File: config.mk
export PLATFORM = sky130hd
export DESIGN_NAME = rvj1_hazard_ctrl_flat
export DESIGN_NICKNAME = d
export VERILOG_FILES = /design/src/rtl/rvj1_hazard_ctrl_pkg.sv /design/src/rtl/rvj1_hazard_ctrl_if.sv /design/src/rtl/rvj1_alu_wb_pipe.sv /design/src/rtl/rvj1_hazard_ctrl.sv /design/src/flat_wrapper.sv
export SDC_FILE = /design/constraint.sdc
export NUM_CORES = 1
export LEC_CHECK = 0
export BUFFER_PORTS_ARGS = -buffer_cell sky130_fd_sc_hd__buf_2
export CAP_MARGIN = 20
export CORE_MARGIN = 4
export CORE_UTILIZATION = 56
export CTS_CLUSTER_DIAMETER = 30
export DETAILED_ROUTE_END_ITERATION = 16
export HOLD_SLACK_MARGIN = 0.02
export PLACE_DENSITY = 0.75
export SYNTH_ARGS = -nofsm -noshare
export SYNTH_HDL_FRONTEND = slang
export SYNTH_SLANG_ARGS = --single-unit
File: constraint.sdc
create_clock -name clk_i -period 4.63 [get_ports clk_i]
set_input_delay 0.463 -clock clk_i [delete_from_list [all_inputs] [get_ports clk_i]]
set_output_delay 0.463 -clock clk_i [all_outputs]
set_load 0.02 [all_outputs]
File: src/rtl/rvj1_hazard_ctrl_pkg.sv
// Shared types and defaults for the rvj1 decode-stage hazard controller.
// Holds the drain FSM encoding and the default ALU latency / load depth.
package rvj1_defines;

   typedef enum logic {
      HZD_RUN   = 1'b0,
      HZD_DRAIN = 1'b1
   } hzd_state_e;

   typedef logic [4:0] reg_idx_t;

   localparam int ALU_LAT_DEF   = 1;
   localparam int MAX_LOADS_DEF = 2;
   localparam int NUM_REGS      = 32;

   // One-hot of a register index; x0 maps to nothing so it is never tracked.
   function automatic logic [NUM_REGS-1:0] reg_onehot(input reg_idx_t idx, input logic en);
      logic [NUM_REGS-1:0] oh;
      oh = '0;
      if (en && (idx != 5'd0)) oh[idx] = 1'b1;
      return oh;
   endfunction

endpackage

File: src/rtl/rvj1_hazard_ctrl_if.sv
// Decoder / LSU facing signal bundle of the hazard controller.
// master = decoder+LSU side, slave = hazard controller.
interface rvj1_hazard_ctrl_if;
   import rvj1_defines::*;

   logic       dec_valid_i;
   reg_idx_t   dec_rs1_i;
   logic       dec_rs1_used_i;
   reg_idx_t   dec_rs2_i;
   logic       dec_rs2_used_i;
   reg_idx_t   dec_rd_i;
   logic       dec_wr_alu_i;
   logic       dec_wr_lsu_i;
   logic       dec_fence_i;
   logic       lsu_wb_valid_i;
   reg_idx_t   lsu_wb_rd_i;
   logic       lsu_busy_i;
   logic       stall_o;
   logic       issue_o;
   logic       busy_o;
   logic [2:0] loads_out_o;

   modport master (
      output dec_valid_i, dec_rs1_i, dec_rs1_used_i, dec_rs2_i, dec_rs2_used_i,
             dec_rd_i, dec_wr_alu_i, dec_wr_lsu_i, dec_fence_i,
             lsu_wb_valid_i, lsu_wb_rd_i, lsu_busy_i,
      input  stall_o, issue_o, busy_o, loads_out_o
   );

   modport slave (
      input  dec_valid_i, dec_rs1_i, dec_rs1_used_i, dec_rs2_i, dec_rs2_used_i,
             dec_rd_i, dec_wr_alu_i, dec_wr_lsu_i, dec_fence_i,
             lsu_wb_valid_i, lsu_wb_rd_i, lsu_busy_i,
      output stall_o, issue_o, busy_o, loads_out_o
   );

endinterface

File: src/rtl/rvj1_alu_wb_pipe.sv
// ALU_LAT-deep valid/rd shift register marking when an ALU result reaches the RF.
// Latency ALU_LAT cycles from entry to exit; no backpressure, shifts every cycle.
module rvj1_alu_wb_pipe
   import rvj1_defines::*;
#(
   parameter int ALU_LAT = ALU_LAT_DEF
) (
   input  logic     clk_i,
   input  logic     rstn_i,
   input  logic     in_vld_i,
   input  reg_idx_t in_rd_i,
   output logic     out_vld_o,
   output reg_idx_t out_rd_o
);

   logic [ALU_LAT-1:0]      vld_q, vld_d;
   logic [ALU_LAT-1:0][4:0] rd_q,  rd_d;

   always_comb begin
      vld_d    = '0;
      rd_d     = '0;
      vld_d[0] = in_vld_i;
      rd_d[0]  = in_rd_i;
      for (int i = 1; i < ALU_LAT; i++) begin
         vld_d[i] = vld_q[i-1];
         rd_d[i]  = rd_q[i-1];
      end
   end

   always_ff @(posedge clk_i or negedge rstn_i) begin
      if (!rstn_i) begin
         vld_q <= '0;
         rd_q  <= '0;
      end else begin
         vld_q <= vld_d;
         rd_q  <= rd_d;
      end
   end

   assign out_vld_o = vld_q[ALU_LAT-1];
   assign out_rd_o  = rd_q[ALU_LAT-1];

endmodule

File: src/rtl/rvj1_hazard_ctrl.sv
// Scoreboard issue controller: RAW/WAW/load-limit stalls plus fence drain FSM.
// Stall is combinational from registered state; issue = dec_valid & ~stall.
module rvj1_hazard_ctrl
   import rvj1_defines::*;
#(
   parameter int ALU_LAT   = ALU_LAT_DEF,
   parameter int MAX_LOADS = MAX_LOADS_DEF
) (
   input  logic               clk_i,
   input  logic               rstn_i,
   rvj1_hazard_ctrl_if.slave  hz
);

   logic [NUM_REGS-1:0] pend_q, pend_d;
   logic [NUM_REGS-1:0] own_q,  own_d;
   logic [2:0]          cnt_q,  cnt_d;
   hzd_state_e          state_q, state_d;

   logic     raw, waw, ldfull, lsubusy, fence_stall, stall, issue, busy;
   logic     wr_any, wb_ok, ld_inc, alu_in_vld, alu_exit_vld;
   reg_idx_t alu_exit_rd;

   always_comb begin
      busy    = |pend_q;
      wr_any  = hz.dec_wr_alu_i | hz.dec_wr_lsu_i;
      raw     = (hz.dec_rs1_used_i & pend_q[hz.dec_rs1_i]) |
                (hz.dec_rs2_used_i & pend_q[hz.dec_rs2_i]);
      waw     = wr_any & pend_q[hz.dec_rd_i];
      ldfull  = hz.dec_wr_lsu_i & (cnt_q == 3'(MAX_LOADS));
      lsubusy = hz.dec_wr_lsu_i & hz.lsu_busy_i;
      // A fence arriving while writes are pending is held here; DRAIN takes over next cycle.
      fence_stall = (state_q == HZD_DRAIN) | (hz.dec_fence_i & busy);
      stall   = hz.dec_valid_i & (raw | waw | ldfull | lsubusy | fence_stall);
      issue   = hz.dec_valid_i & ~stall;
   end

   rvj1_alu_wb_pipe #(.ALU_LAT(ALU_LAT)) u_alu_pipe (
      .clk_i     (clk_i),
      .rstn_i    (rstn_i),
      .in_vld_i  (alu_in_vld),
      .in_rd_i   (hz.dec_rd_i),
      .out_vld_o (alu_exit_vld),
      .out_rd_o  (alu_exit_rd)
   );

   assign alu_in_vld = issue & hz.dec_wr_alu_i & (hz.dec_rd_i != 5'd0);

   always_comb begin
      // Write-backs that do not match an LSU-owned pending entry are dropped.
      wb_ok  = hz.lsu_wb_valid_i & pend_q[hz.lsu_wb_rd_i] & own_q[hz.lsu_wb_rd_i];
      ld_inc = issue & hz.dec_wr_lsu_i & (hz.dec_rd_i != 5'd0);

      pend_d = pend_q & ~reg_onehot(alu_exit_rd, alu_exit_vld)
                      & ~reg_onehot(hz.lsu_wb_rd_i, wb_ok);
      own_d  = own_q;
      if (issue && wr_any && (hz.dec_rd_i != 5'd0)) begin
         pend_d[hz.dec_rd_i] = 1'b1;
         own_d[hz.dec_rd_i]  = hz.dec_wr_lsu_i;
      end
      pend_d[0] = 1'b0;
      own_d[0]  = 1'b0;

      cnt_d = cnt_q;
      case ({ld_inc, wb_ok})
         2'b10:   cnt_d = cnt_q + 3'd1;
         2'b01:   cnt_d = cnt_q - 3'd1;
         default: cnt_d = cnt_q;
      endcase

      state_d = state_q;
      case (state_q)
         HZD_RUN:   if (hz.dec_valid_i && hz.dec_fence_i && busy) state_d = HZD_DRAIN;
         HZD_DRAIN: if ((pend_q == '0) && (cnt_q == 3'd0))       state_d = HZD_RUN;
         default:   state_d = HZD_RUN;
      endcase
   end

   always_ff @(posedge clk_i or negedge rstn_i) begin
      if (!rstn_i) begin
         pend_q  <= '0;
         own_q   <= '0;
         cnt_q   <= 3'd0;
         state_q <= HZD_RUN;
      end else begin
         pend_q  <= pend_d;
         own_q   <= own_d;
         cnt_q   <= cnt_d;
         state_q <= state_d;
      end
   end

   assign hz.stall_o     = stall;
   assign hz.issue_o     = issue;
   assign hz.busy_o      = busy;
   assign hz.loads_out_o = cnt_q;

   a_wb_legal: assert property (@(posedge clk_i) disable iff (!rstn_i)
      hz.lsu_wb_valid_i |-> (pend_q[hz.lsu_wb_rd_i] && own_q[hz.lsu_wb_rd_i]));

   a_cnt_underflow: assert property (@(posedge clk_i) disable iff (!rstn_i)
      hz.lsu_wb_valid_i |-> (cnt_q != 3'd0));

endmodule
File: src/flat_wrapper.sv
// flat-port wrapper written by rule: the top's interface ports become plain ports
module rvj1_hazard_ctrl_flat import rvj1_defines::*;
#(
   parameter int ALU_LAT   = ALU_LAT_DEF,
   parameter int MAX_LOADS = MAX_LOADS_DEF
)
  (clk_i, rstn_i, hz_dec_valid_i, hz_dec_rs1_i, hz_dec_rs1_used_i, hz_dec_rs2_i, hz_dec_rs2_used_i, hz_dec_rd_i, hz_dec_wr_alu_i, hz_dec_wr_lsu_i, hz_dec_fence_i, hz_lsu_wb_valid_i, hz_lsu_wb_rd_i, hz_lsu_busy_i, hz_stall_o, hz_issue_o, hz_busy_o, hz_loads_out_o);
  rvj1_hazard_ctrl_if hz_i ();
  input  logic clk_i;
  input  logic rstn_i;
  input wire logic [$bits(hz_i.dec_valid_i)-1:0] hz_dec_valid_i;
  input wire logic [$bits(hz_i.dec_rs1_i)-1:0] hz_dec_rs1_i;
  input wire logic [$bits(hz_i.dec_rs1_used_i)-1:0] hz_dec_rs1_used_i;
  input wire logic [$bits(hz_i.dec_rs2_i)-1:0] hz_dec_rs2_i;
  input wire logic [$bits(hz_i.dec_rs2_used_i)-1:0] hz_dec_rs2_used_i;
  input wire logic [$bits(hz_i.dec_rd_i)-1:0] hz_dec_rd_i;
  input wire logic [$bits(hz_i.dec_wr_alu_i)-1:0] hz_dec_wr_alu_i;
  input wire logic [$bits(hz_i.dec_wr_lsu_i)-1:0] hz_dec_wr_lsu_i;
  input wire logic [$bits(hz_i.dec_fence_i)-1:0] hz_dec_fence_i;
  input wire logic [$bits(hz_i.lsu_wb_valid_i)-1:0] hz_lsu_wb_valid_i;
  input wire logic [$bits(hz_i.lsu_wb_rd_i)-1:0] hz_lsu_wb_rd_i;
  input wire logic [$bits(hz_i.lsu_busy_i)-1:0] hz_lsu_busy_i;
  output wire logic [$bits(hz_i.stall_o)-1:0] hz_stall_o;
  output wire logic [$bits(hz_i.issue_o)-1:0] hz_issue_o;
  output wire logic [$bits(hz_i.busy_o)-1:0] hz_busy_o;
  output wire logic [$bits(hz_i.loads_out_o)-1:0] hz_loads_out_o;
  assign hz_i.dec_valid_i = hz_dec_valid_i;
  assign hz_i.dec_rs1_i = hz_dec_rs1_i;
  assign hz_i.dec_rs1_used_i = hz_dec_rs1_used_i;
  assign hz_i.dec_rs2_i = hz_dec_rs2_i;
  assign hz_i.dec_rs2_used_i = hz_dec_rs2_used_i;
  assign hz_i.dec_rd_i = hz_dec_rd_i;
  assign hz_i.dec_wr_alu_i = hz_dec_wr_alu_i;
  assign hz_i.dec_wr_lsu_i = hz_dec_wr_lsu_i;
  assign hz_i.dec_fence_i = hz_dec_fence_i;
  assign hz_i.lsu_wb_valid_i = hz_lsu_wb_valid_i;
  assign hz_i.lsu_wb_rd_i = hz_lsu_wb_rd_i;
  assign hz_i.lsu_busy_i = hz_lsu_busy_i;
  assign hz_stall_o = hz_i.stall_o;
  assign hz_issue_o = hz_i.issue_o;
  assign hz_busy_o = hz_i.busy_o;
  assign hz_loads_out_o = hz_i.loads_out_o;
  rvj1_hazard_ctrl #(.ALU_LAT(ALU_LAT), .MAX_LOADS(MAX_LOADS)) u_core (.clk_i(clk_i), .rstn_i(rstn_i), .hz(hz_i));
endmodule
Yosys cells after proc, flatten, opt, wreduce, memory -nomap -nowiden --
Cells that the tools add are included.
Storage, ports and cells: flip-flop bits (word level) 72, input port bits 30
Operators by class: add/subtract/negate cells 2, order comparisons 8, eq/ne operators 3, mux-type cells 24, bitwise logic cells 28, reductions and logical operators 17
Operators by type and width (number):
- $mux W32 | 3
- $and A32 B32 Y32 | 2
- $not A32 Y32 | 2
- $bwmux W32 | 1
- $logic_not A32 Y1 | 1
- $or A32 B32 Y32 | 1
- $reduce_or A31 Y1 | 1
- $lt A5 B6 Y1 const B | 5
- $bmux W1 S5 | 5
- $demux W1 S5 | 3
- $ge A5 B1 Y1 const B | 3
- $reduce_bool A5 Y1 | 3
- $and A1 B1 Y1 | 14
- $logic_and A1 B1 Y1 | 10
- $mux W1 | 10
- $or A1 B1 Y1 | 7
- $pmux W3 S2 | 1
- $add A3 B1 Y3 const B | 1
- $eq A3 B2 Y1 const B | 1
- $logic_not A3 Y1 | 1
- $sub A3 B1 Y3 const B | 1
- $eq A2 B1 Y1 const B | 1
- $eq A2 B2 Y1 const B | 1
- $not A1 Y1 | 2
- other kinds (2) | 2

Longest topological paths before layout --
depth in word-level cells 15, mapped depth 14, mapped depth without buffers 13

Hierarchy --
Synthesis repeated with hierarchy kept, for this count alone.
Unflattened totals: cell total of the unflattened synthesis 484, area, all modules 5061.1 um2
By module, submodules not included:
- rvj1_hazard_ctrl | times used 1, cells each 478, area each 4911.0 um2, seq. area each 1651.6 um2
- rvj1_alu_wb_pipe | times used 1, cells each 6, area each 150.1 um2, seq. area each 150.1 um2

Least setup slack after synthesis --
OpenSTA, ideal clock, no wires.
path kind register -> register, start reg u_core.pend_q[3], end reg u_core.cnt_q[2] (netlist: u_core.hz.loads_out_o[2]), library setup time 0.133 ns, arrival 3.233 ns, data required time 4.497 ns, setup slack 1.264 ns, cell stages (with the launch flop) 14, clock period less this slack 3.366 ns, path through dfrtp_1 -> or4_1 -> nor4_2 -> nand4_1 -> a2111oi_2 -> and3_1 -> o211a_1 -> nand3b_1 -> ha_1 -> inv_1 -> fa_1 -> xor2_1 -> nor2_1 -> xor2_1
Between the ends: elaborated cells on any way between the ends 30
RTL lines:
- start: declaration | RTL line rvj1_hazard_ctrl.sv:14 | logic [NUM_REGS-1:0] pend_q, pend_d;
- start signal: assignment | RTL line rvj1_hazard_ctrl.sv:85 | pend_q <= pend_d;
- $reduce_or A31 Y1 (*) | RTL line rvj1_hazard_ctrl.sv:24 | busy = |pend_q;
- via hz_busy_o | RTL line flat_wrapper.sv:25 | output wire logic [$bits(hz_i.busy_o)-1:0] hz_busy_o;
- $and A1 B1 Y1 (*) | RTL line rvj1_hazard_ctrl.sv:32 | fence_stall = (state_q == HZD_DRAIN) | (hz.dec_fence_i & busy);
- $or A1 B1 Y1 (*) | RTL line rvj1_hazard_ctrl.sv:32
- $or A1 B1 Y1 (*) | RTL line rvj1_hazard_ctrl.sv:33 | stall = hz.dec_valid_i & (raw | waw | ldfull | lsubusy | fence_stall);
- $and A1 B1 Y1 (*) | RTL line rvj1_hazard_ctrl.sv:33
- $not A1 Y1 (*) | RTL line rvj1_hazard_ctrl.sv:34 | issue = hz.dec_valid_i & ~stall;
- $and A1 B1 Y1 (*) | RTL line rvj1_hazard_ctrl.sv:34
- via hz_issue_o | RTL line flat_wrapper.sv:24 | output wire logic [$bits(hz_i.issue_o)-1:0] hz_issue_o;
- $and A1 B1 Y1 (*) (2 in series) | RTL line rvj1_hazard_ctrl.sv:51 | ld_inc = issue & hz.dec_wr_lsu_i & (hz.dec_rd_i != 5'd0);
- $eq A2 B1 Y1 or $eq A2 B2 Y1 (tied branches) | RTL line rvj1_hazard_ctrl.sv:64 | case ({ld_inc, wb_ok})
- $pmux W3 S2 or $reduce_bool A2 Y1 (tied branches)
- end signal: assignment | RTL line rvj1_hazard_ctrl.sv:87 | cnt_q <= cnt_d;
- end: declaration | RTL line rvj1_hazard_ctrl.sv:16 | logic [2:0] cnt_q, cnt_d;
The timed path passes the listed nets; every way through them passes the cells marked *. The select of a mux whose other input is x is not followed. A chain may end at the register's enable or synchronous reset.

Final worst setup path --
start in hz_dec_rd_i[1], end reg u_core.own_q[19]
Between the ends: cells in the longest elaborated chain, start to end 12, elaborated cells on any way between the ends 19
RTL lines:
- start: declaration | RTL line flat_wrapper.sv:16 | input wire logic [$bits(hz_i.dec_rd_i)-1:0] hz_dec_rd_i;
- $bmux W1 S5 | RTL line rvj1_hazard_ctrl.sv:28 | waw = wr_any & pend_q[hz.dec_rd_i];
- $mux W1 (not written as such) | RTL line rvj1_hazard_ctrl.sv:28
- $and A1 B1 Y1 | RTL line rvj1_hazard_ctrl.sv:28
- $or A1 B1 Y1 (4 in series) | RTL line rvj1_hazard_ctrl.sv:33
- $and A1 B1 Y1 | RTL line rvj1_hazard_ctrl.sv:33
- $not A1 Y1 | RTL line rvj1_hazard_ctrl.sv:34
- $and A1 B1 Y1 | RTL line rvj1_hazard_ctrl.sv:34
- $logic_and A1 B1 Y1 (2 in series) | RTL line rvj1_hazard_ctrl.sv:56 | if (issue && wr_any && (hz.dec_rd_i != 5'd0)) begin
- end signal: assignment | RTL line rvj1_hazard_ctrl.sv:86 | own_q <= own_d;
- end: declaration | RTL line rvj1_hazard_ctrl.sv:15 | logic [NUM_REGS-1:0] own_q, own_d;
Parallel ways exist; a longest one is shown, timed or not. The select of a mux whose other input is x is not followed.

==> implementation parameters <==
Parameter                              Value

Clock network
  Clock buffer count from CTS    9
  Number of buffers inserted to repair setup after CTS    0
  Clock tree from TritonCTS    built
  Number of gates given a new drive strength after cts    0
  Buffer depth of the longest clock path    2
  Worst-Skew Late Latency    0.35 ns
  CTS clock-pin slew for the worst setup and hold paths    0.08 ns
  Post-CTS Hold Buffers    0
  Clock sink count    72
  H-tree level count    3
  Root Buffer    sky130_fd_sc_hd__clkbuf_8

Final layout
  Syn-to-layout area delta    8.94%
  Post-route cell area    0.00523 sq mm
  Number of fill cells    699
  Inserted Diodes    0
  Layout cell share with drive strength beyond 1    26.7%
  Number of nets at the end of the flow    507

Global route
  Global route hottest layer    met2
  Grt total ovfl    0
  Global routing usage on met2    46.1%
  Wire length of the first global-routing pass    23000 microns
  Met1 Track Usage GR    40.4%
  GR Util All Layers    30.0%
  Number of global-route vias before repair    4160
  Maximum number of pins on one net before global-route repair    44
  Met3 usage in global routing    7.20%
  Number of antenna violations at the first check in global routing    0

Synth
  Post-Syn Nets    486
  Area of the mapped netlist    0.00480 sq mm
  Avg Cell Area, Syn    10.6 sq um
  Warnings, synthesis    0
  Fraction of registers with async set/reset    100%
  Number of synthesized register bits    72
  Share of the yosys chip area belonging to registers    37.5%
  Most instantiated flip-flop cell in the synthesis netlist    sky130_fd_sc_hd__dfrtp_1
  Gate count after technology mapping    454
  Count of flip-flops with a built-in enable after synthesis    0
  Netlist cell types    63

STA
  Worst slew margin relative to its limit    36.8%
  Number of slew-limit violations in the final report    0
  Highest Clock Rate    0.281 GHz
  Final TNS setup    0 ns
  Final Hold Fails    0
  Unrepaired setup endpoints after global routing    false
  Setup-failing EPs final    0
  Actual slew at the worst max-slew pin    0.948 ns
  Setup Skew    0.0113 ns
  Share of the clock period used by the worst path    76.7%
  Final critical delay including setup and external delays    3.55 ns

Worst setup path
  Family of cells with the greatest summed delay on the critical path    multiplexers
  Crit path capture type    register
  Critical path, cell by cell    buf_2, mux4_2, a22oi_1, o2111ai_1, a222oi_1, nand4_2, buf_4, nor4_1, mux2_2
  Crit-path max cell delay    0.58 ns
  Worst Setup Start Kind    primary input
  Critical path depth in cells    9
  Req. time, crit path    4.87 ns
  Arrival time at the worst endpoint    3.79 ns
  Class of the most critical setup path    primary input to register
  Logic depth of the worst register-to-register path    13
  Cell with the largest stage delay on the worst path    sky130_fd_sc_hd__mux4_2
  Buffer and inverter count on the worst path    2
  Worst Path Max Fanout    25

Route
  # DRC    0
  Vias per inst    7.29
  Vias post-DR    4262
  First-pass iteration count of the detailed router    5
  Initial drt markers    465
  Drt wl/cell    24.6 microns
  ANT nets after route    0
  Total wire length    14400 microns

Placement
  Post-DP HPWL    10200 microns
  Count of buffers from port buffering    35
  GPL Wtd Cong    0.985
  Placed cell area    0.00500 sq mm

Outcome
  Outcome    finished, final reports clean

Worst hold path
  Hold/Removal Path Class    primary input to asynchronous set/reset pin

Flow run
  Number of max-cap violations    0

Power and ir drop
  Leakage Power    2.08 nW
  Power density relative to cell area    288 mW/mm^2
  Peak ir drop on the vdd network    200 uV

Floorplan
  Number of ports placed on the die boundary    36
  Number of core rows    33
  Die area    0.0101 sq mm
  CORE AREA    0.00830 sq mm
  X dimension of the die    101 microns
  Chip height    101 microns
  Initial standard-cell utilization of the core    57.9%
kinds of logic after synthesis:
kind of cell | synth area share, %
multiplexers | 22.7
AO/OA/AOI/OAI | 17.8
adder cells (fa/ha/maj) | 0.677
XOR/XNOR | 0.547
buffers and inverters | 3.80
flip-flops | 37.5
AND/OR/NAND/NOR | 16.9
cell usage after synthesis, types with 4 or more instances:
cell                       instances  area (sq um)
sky130_fd_sc_hd__mux2i_1           5          50.1
sky130_fd_sc_hd__nor2_1           22          82.6
sky130_fd_sc_hd__nand4_1           4          25.0
sky130_fd_sc_hd__mux2_2           36           405
sky130_fd_sc_hd__nand3b_1          9          67.6
sky130_fd_sc_hd__o31ai_1          13          97.6
sky130_fd_sc_hd__nor2b_1          12          75.1
sky130_fd_sc_hd__clkbuf_1         19          71.3
sky130_fd_sc_hd__dfrtp_1          72          1800
sky130_fd_sc_hd__mux4_2           27           608
sky130_fd_sc_hd__o21a_1            5          37.5
sky130_fd_sc_hd__o41ai_1           8          70.1
sky130_fd_sc_hd__nor4_1           17           106
sky130_fd_sc_hd__buf_2             5          25.0
sky130_fd_sc_hd__nand3_1          11          55.1
sky130_fd_sc_hd__o21bai_1          7          52.6
sky130_fd_sc_hd__inv_1            14          52.6
sky130_fd_sc_hd__o21ai_0          41           205
sky130_fd_sc_hd__nor3_1           17          85.1
sky130_fd_sc_hd__nand2_1          21          78.8
sky130_fd_sc_hd__o221ai_1         18           158
sky130_fd_sc_hd__o22ai_1           8          50.1
per-layer routing:
metal	up-vias	routed length [microns]
met5	-	0
met4	0	623
met3	74	1610
met2	288	6590
met1	2046	5600
li1	1854	-
layout make-up:
class | instances | area (sq um) | share of cell area, %
timing repair buffer | 38 | 198 | 3.78
clock buffer | 9 | 124 | 2.37
tap | 105 | 131 | 2.51
clock inverter | 7 | 103 | 1.96
sequential | 72 | 1800 | 34.4
multi-input combinational | 339 | 2820 | 53.9
inverter | 15 | 56.3 | 1.08
path summary, 6_finish.rpt:
kind	from	end	slack, ns
max	hz_dec_rd_i[1]	u_core.own_q[19]$_DFFE_PN0P_	1.08
min	rstn_i	u_core.pend_q[25]$_DFF_PN0_	0.26
max reg2reg	u_core.pend_q[3]$_DFF_PN0_	u_core.hz.loads_out_o[2]$_DFFE_PN0P_	1.10
min reg2reg	u_core.own_q[14]$_DFFE_PN0P_	u_core.own_q[14]$_DFFE_PN0P_	0.51
max in group asynchronous	rstn_i	u_core.pend_q[22]$_DFF_PN0_	3.43
min in group clk_i	hz_dec_rd_i[0]	u_core.u_alu_pipe.out_rd_o[0]$_DFF_PN0_	0.32
cells in the final DEF, fill, tap and decap left out, drive strengths merged, types with 3 or more instances in the layout:
cell type and instances:
mux4 27, or4 3, nor2b 12, and3b 3, inv 16, or3b 4
o21bai 7, nand3 11, dfrtp 72, o22ai 8, nand4 5, o21a 5
nand2b 3, nand2 21, or3 4, clkinv 4, o21ai 42, nor4 19
buf 38, o31ai 13, nor3 17, mux2 38, nand3b 9, o221ai 18
nor2 22, a221oi 3, o41ai 8, clkbuf 9, mux2i 5
registers in the layout, indices dropped and copies added (netlist names):
register                     cells
u_core.own_q                    31
u_core.pend_q                   31
u_core.u_alu_pipe.out_rd_o       5
u_core.hz.loads_out_o            3
u_core.state_q                   1
u_core.u_alu_pipe.out_vld_o      1
worst register-to-register path, stage by stage (launching register included):
cell                        delay, ns
sky130_fd_sc_hd__dfrtp_1         0.49
sky130_fd_sc_hd__or4_1           0.57
sky130_fd_sc_hd__nor4_2          0.15
sky130_fd_sc_hd__nand4_1         0.28
sky130_fd_sc_hd__a2111oi_2       0.51
sky130_fd_sc_hd__and3_1          0.24
sky130_fd_sc_hd__o211a_1         0.20
sky130_fd_sc_hd__nand3b_1        0.10
sky130_fd_sc_hd__ha_1            0.24
sky130_fd_sc_hd__inv_1           0.08
sky130_fd_sc_hd__fa_1            0.18
sky130_fd_sc_hd__xor2_1          0.16
sky130_fd_sc_hd__nor2_1          0.07
sky130_fd_sc_hd__xor2_1          0.14
per-stage QoR:
step / total power, mW / hold slack (ns) / setup slack [ns] / cells / util, %
after CTS: 1.51 / 0.286 / 1.09 / 585 / 63.0
final: 1.51 / 0.258 / 1.08 / 585 / 63.0
after global placement: 0.938 / 0.474 / 0.840 / 569 / 60.3
after global routing: 1.57 / 0.308 / 0.811 / 585 / 63.0
after detailed placement: 0.950 / 0.490 / 0.685 / 569 / 60.3
after floorplan: 0.858 / 0.167 / 1.26 / 454 / -
power breakdown:
part,switching (mW),internal (mW)
Sequential,0.0431,0.654
Combinational,0.147,0.0979
Clock,0.257,0.310
Total,0.447,1.06
Note: power is estimated with default switching activity, not from simulation.
